--- config.mk ---
export PLATFORM = sky130hd
export DESIGN_NAME = cod_bebida
export DESIGN_NICKNAME = d
export VERILOG_FILES = /design/src/rtl/cod_bebida.sv
export SDC_FILE = /design/constraint.sdc
export NUM_CORES = 1
export LEC_CHECK = 0
export ABC_AREA = 1
export CELL_PAD_IN_SITES_DETAIL_PLACEMENT = 1
export CELL_PAD_IN_SITES_GLOBAL_PLACEMENT = 1
export CORE_MARGIN = 2
export CORE_UTILIZATION = 47
export DETAILED_ROUTE_END_ITERATION = 16
export PLACE_DENSITY = 0.92
export SYNTH_ARGS = -nofsm -noshare
export SYNTH_HDL_FRONTEND = slang
export SYNTH_SLANG_ARGS = --single-unit
--- constraint.sdc ---
create_clock -name clk -period 4.25 [get_ports clk]
set_input_delay 0.425 -clock clk [delete_from_list [all_inputs] [get_ports clk]]
set_output_delay 0.425 -clock clk [all_outputs]
set_load 0.01 [all_outputs]
--- src/rtl/cod_bebida.sv ---
// cod_bebida: drink-selection controller.
// Button edges drive an IDLE -> SELECT -> DISPENSE cycle. Outputs are registered
// and reflect a press on the same clock edge that samples it.
module cod_bebida #(
    parameter int unsigned SEL_TIMEOUT = 50000000,
    parameter int unsigned DISP_MAX    = 500000000
) (
    input  logic clk,
    input  logic reset,
    input  logic btn_next,
    input  logic btn_ok,
    input  logic btn_cancel,
    input  logic done,
    output logic B,
    output logic E,
    output logic F,
    output logic Y,
    output logic start,
    output logic busy,
    output logic err
);

    localparam int unsigned SEL_W  = (SEL_TIMEOUT > 1) ? $clog2(SEL_TIMEOUT) : 1;
    localparam int unsigned DISP_W = (DISP_MAX > 1) ? $clog2(DISP_MAX) : 1;

    localparam logic [SEL_W-1:0]  SEL_LAST  = SEL_W'(SEL_TIMEOUT - 1);
    localparam logic [SEL_W-1:0]  SEL_ONE   = SEL_W'(1);
    localparam logic [DISP_W-1:0] DISP_LAST = DISP_W'(DISP_MAX - 1);
    localparam logic [DISP_W-1:0] DISP_ONE  = DISP_W'(1);

    typedef enum logic [1:0] {
        S_IDLE     = 2'd0,
        S_SELECT   = 2'd1,
        S_DISPENSE = 2'd2
    } state_t;

    state_t             r_state;
    state_t             w_state_nxt;

    logic               r_prev_next;
    logic               r_prev_ok;
    logic               r_prev_cancel;
    logic               w_edge_next;
    logic               w_edge_ok;
    logic               w_edge_cancel;

    logic [SEL_W-1:0]   r_sel_cnt;
    logic [SEL_W-1:0]   w_sel_cnt_nxt;
    logic [DISP_W-1:0]  r_disp_cnt;
    logic [DISP_W-1:0]  w_disp_cnt_nxt;

    logic [1:0]         r_code;
    logic [1:0]         w_code_nxt;
    logic               r_active;
    logic               w_active_nxt;
    logic               r_busy;
    logic               w_busy_nxt;
    logic               r_start;
    logic               w_start_nxt;
    logic               r_err;
    logic               w_err_nxt;

    // A press is a 0->1 transition against the previously registered sample.
    assign w_edge_next   = btn_next   & ~r_prev_next;
    assign w_edge_ok     = btn_ok     & ~r_prev_ok;
    assign w_edge_cancel = btn_cancel & ~r_prev_cancel;

    // Previous-sample registers; preset to 1 so a button held through reset is not a press.
    always_ff @(posedge clk) begin
        if (reset) begin
            r_prev_next   <= 1'b1;
            r_prev_ok     <= 1'b1;
            r_prev_cancel <= 1'b1;
        end else begin
            r_prev_next   <= btn_next;
            r_prev_ok     <= btn_ok;
            r_prev_cancel <= btn_cancel;
        end
    end

    // Next state, counters and next output values for the three-state controller.
    always_comb begin
        w_state_nxt    = r_state;
        w_code_nxt     = r_code;
        w_sel_cnt_nxt  = '0;
        w_disp_cnt_nxt = '0;
        w_start_nxt    = 1'b0;
        w_err_nxt      = 1'b0;

        case (r_state)
            S_IDLE: begin
                w_code_nxt = '0;
                if (w_edge_next) begin
                    w_state_nxt = S_SELECT;
                end
            end

            S_SELECT: begin
                if (w_edge_cancel) begin
                    w_state_nxt = S_IDLE;
                    w_code_nxt  = '0;
                end else if (w_edge_ok) begin
                    w_state_nxt = S_DISPENSE;
                    w_start_nxt = 1'b1;
                end else if (w_edge_next) begin
                    w_code_nxt  = r_code + 2'd1;
                end else if (r_sel_cnt == SEL_LAST) begin
                    w_state_nxt = S_IDLE;
                    w_code_nxt  = '0;
                end else begin
                    w_sel_cnt_nxt = r_sel_cnt + SEL_ONE;
                end
            end

            S_DISPENSE: begin
                // r_start marks the first DISPENSE cycle, during which done is ignored.
                if (done && !r_start) begin
                    w_state_nxt = S_IDLE;
                    w_code_nxt  = '0;
                end else if (r_disp_cnt == DISP_LAST) begin
                    w_state_nxt = S_IDLE;
                    w_code_nxt  = '0;
                    w_err_nxt   = 1'b1;
                end else begin
                    w_disp_cnt_nxt = r_disp_cnt + DISP_ONE;
                end
            end

            default: begin
                w_state_nxt = S_IDLE;
                w_code_nxt  = '0;
            end
        endcase

        w_active_nxt = (w_state_nxt != S_IDLE);
        w_busy_nxt   = (w_state_nxt == S_DISPENSE);
    end

    // State, counters and registered outputs.
    always_ff @(posedge clk) begin
        if (reset) begin
            r_state    <= S_IDLE;
            r_sel_cnt  <= '0;
            r_disp_cnt <= '0;
            r_code     <= '0;
            r_active   <= 1'b0;
            r_busy     <= 1'b0;
            r_start    <= 1'b0;
            r_err      <= 1'b0;
        end else begin
            r_state    <= w_state_nxt;
            r_sel_cnt  <= w_sel_cnt_nxt;
            r_disp_cnt <= w_disp_cnt_nxt;
            r_code     <= w_code_nxt;
            r_active   <= w_active_nxt;
            r_busy     <= w_busy_nxt;
            r_start    <= w_start_nxt;
            r_err      <= w_err_nxt;
        end
    end

    assign B     = r_active;
    assign Y     = r_active;
    assign E     = r_code[1];
    assign F     = r_code[0];
    assign start = r_start;
    assign busy  = r_busy;
    assign err   = r_err;

endmodule

==> results.cfg <==
[status]
outcome = finished, final reports clean

[power_and_ir_drop]
vdd_drop_max_v = 0.0001584
power.leakage_nw = 1.415
power.density_nw_per_um2 = 306.0

[floorplan]
io_pins = 13
initial_core_util_pct = 48.46
dieArea_um2 = 8144
placementRows = 31
die-height_um = 90.25
fp.dieW_um = 90.25
core_area_um2 = 7214

[sta]
hold_viol = 0
rsz0062_at_grt = no
finalCritPeriodShare_pct = 53.59
clock_skew_ns = 0.008936
timing.fmax_mhz = 439.0
finalSetupViolations = 0
finalSetupTns_ns = 0
slew_viol_final = 0
slew_headroom_pct = 37.11
fin_crit_ns = 2.278
worstMarginPinSlew_ns = 0.9405
timing.hold.ws_ns = 0.4770

[clock_tree]
cts_buffer_depth = 2
cts_buffers = 9
clk_pin_slew_ns = 0.07
cts_max_level = 3
cts_root_buf = clkbuf_8
post-cts-setup-buffers = 0
cts_tree = done
clock-sinks = 66
cts_resized = 0
clock_latency_ns = 0.34
ctsHoldBuffers = 0

[critical_path]
endpoint_kind = flip-flop
cp.required_ns = 4.48
cp_top_family = simple AND/OR/NAND/NOR gates
max_stage_delay_ns = 0.73
arrival_ns = 2.51
crit_path_start_kind = flip-flop
setup.worst_path.start = r_disp_cnt[0]
crit_chain = ha_1 > nand2_2 > nor2_4 > nand2_4 > nor2_1 > nand2_1 > nand4_1 > nor3_1
critical_path_class = flip-flop to flip-flop
slowest_stage = nand4_1
cp_max_fo = 21
timing.rr.start = r_disp_cnt[0]
path_buf_inv = 0

[finish]
final_common_cell = nand2_1
area_growth_syn_to_layout_pct = 11.78
drive_above_1_share_pct = 9.444
final_area_um2 = 3908
final_util_pct = 54.16
layout_common_cells = nand2_1 (116), nor2_1 (78), inv_1 (77), dfxtp_1 (66), a21oi_1 (30)
antennaDiodeCount = 0
fin_cells = 639
nets = 543

[place]
io_buffers = 12
placed_cell_area_um2 = 3704
gp_congestion = 0.9136
dp_hpwl_um = 7012
place_inst = 623

[synthesis]
synth_area_per_cell_um2 = 6.762
ys_seq_area_share_pct = 37.80
synth_nets = 525
yosysTopAreaCell = dfxtp_1
synth.distinct_cells = 33
synthCells = 517
ys_ff_latch = 66
netlist_area_um2 = 3496
ys.warnings.count = 0
synthTopCellsByArea = dfxtp_1 (38%), nand2_1 (12%), nor2_1 (8.4%), inv_1 (8.3%), a21oi_1 (4.3%)
netlist.area_leader.share_pct = 37.80

[global_route]
grt_max_degree = 25
grt_pass1_wl_um = 16770
overflow = 0
grt_pass1_vias = 3647
grtUsageTotal_pct = 25.07
antenna_found_initial = 0

[detailed_routing]
dr.pass1.iters = 4
final_antenna_net_count = 0
wl_per_cell_um = 14.74
initialDrtViolationCount = 79
drc = 0
vias_per_cell = 5.228
vias = 3341
postRouteWirelength_um = 9419

[hold_path]
holdCritPathClass = flip-flop to flip-flop
hp-start = r_disp_cnt[0]

[job]
maxCapViolations = 0
worst paths after layout:
path	end	slack [ns]	cells after the start
setup / recovery	r_disp_cnt[12]	1.97	8
hold / removal	r_disp_cnt[0]	0.48	1
setup reg to reg	r_disp_cnt[12]	1.97	8
hold reg to reg	r_disp_cnt[0]	0.48	1
state kept, by name, summed over array words and instances (netlist names):
| register | count |
|---|---|
| B | 1 |
| busy | 1 |
| err | 1 |
| r_code | 2 |
| r_disp_cnt | 29 |
| r_prev_cancel | 1 |
| r_prev_next | 1 |
| r_prev_ok | 1 |
| r_sel_cnt | 26 |
| r_state | 2 |
| start | 1 |
kinds of logic (layout without fill, tap and decap cells):
kind of cell | Yosys count | in the layout | share of synthesized area, %
AND/OR/NAND/NOR | 305 | 305 | 41.30
buffers and inverters | 84 | 107 | 9.520
AO/OA/AOI/OAI | 44 | 44 | 6.657
adder cells (fa/ha/maj) | 2 | 2 | 0.7157
flip-flops | 66 | 66 | 37.80
XOR/XNOR | 16 | 16 | 4.009
worst reg2reg max path: cells and delay by family (launching register included):
| family | cells | cell delay (ns) |
|---|---|---|
| AND/OR/NAND/NOR | 7 | 1.57 |
| adder cells (fa/ha/maj) | 1 | 0.25 |
| flip-flops | 1 | 0.34 |
where the power goes:
part	internal, mW	switching [mW]	leakage, nW	total, mW
logic	0.0114	0.0166	0.777	0.0281
registers	0.622	0.00218	0.533	0.624
clock network	0.300	0.244	0.105	0.544
total	0.933	0.263	1.41	1.20
final cells by class:
class / count / area [µm²]
Clock buffer: 11 / 151.4
Inverter: 79 / 296.5
Fill cell: 995 / 3307
Clock inverter: 5 / 52.55
Sequential cell: 66 / 1321
Multi-Input combinational cell: 367 / 1842
Timing Repair Buffer: 12 / 120.1
Tap cell: 99 / 123.9
metrics by stage:
stage               worst slack, ns  power, mW
global route                  1.771      1.233
finish                        1.972      1.196
CTS                           1.955      1.204
global placement              1.784     0.6634
floorplan                     2.743     0.6532
detailed placement            1.689     0.6654
synth_stat cells, drive strengths merged:
library cell,number
a21oi,30
dfxtp,66
nor4,2
ha,2
o21a,2
buf,5
nand3b,1
nor2,92
nor3,31
o31ai,1
nor3b,2
xnor2,2
nand4,17
nand3,30
o21ai,10
or2,8
xor2,14
nand2,122
a31oi,1
inv,79
layer usage:
layer  track usage (%)  wire length, µm  up-vias
met4             8.333              245        0
met5                 0                0        -
met1             26.89             3888     1592
met3             5.951              312       24
li1                  -                -     1666
met2             47.81             4973       59
(Power assumes the default switching activity.)
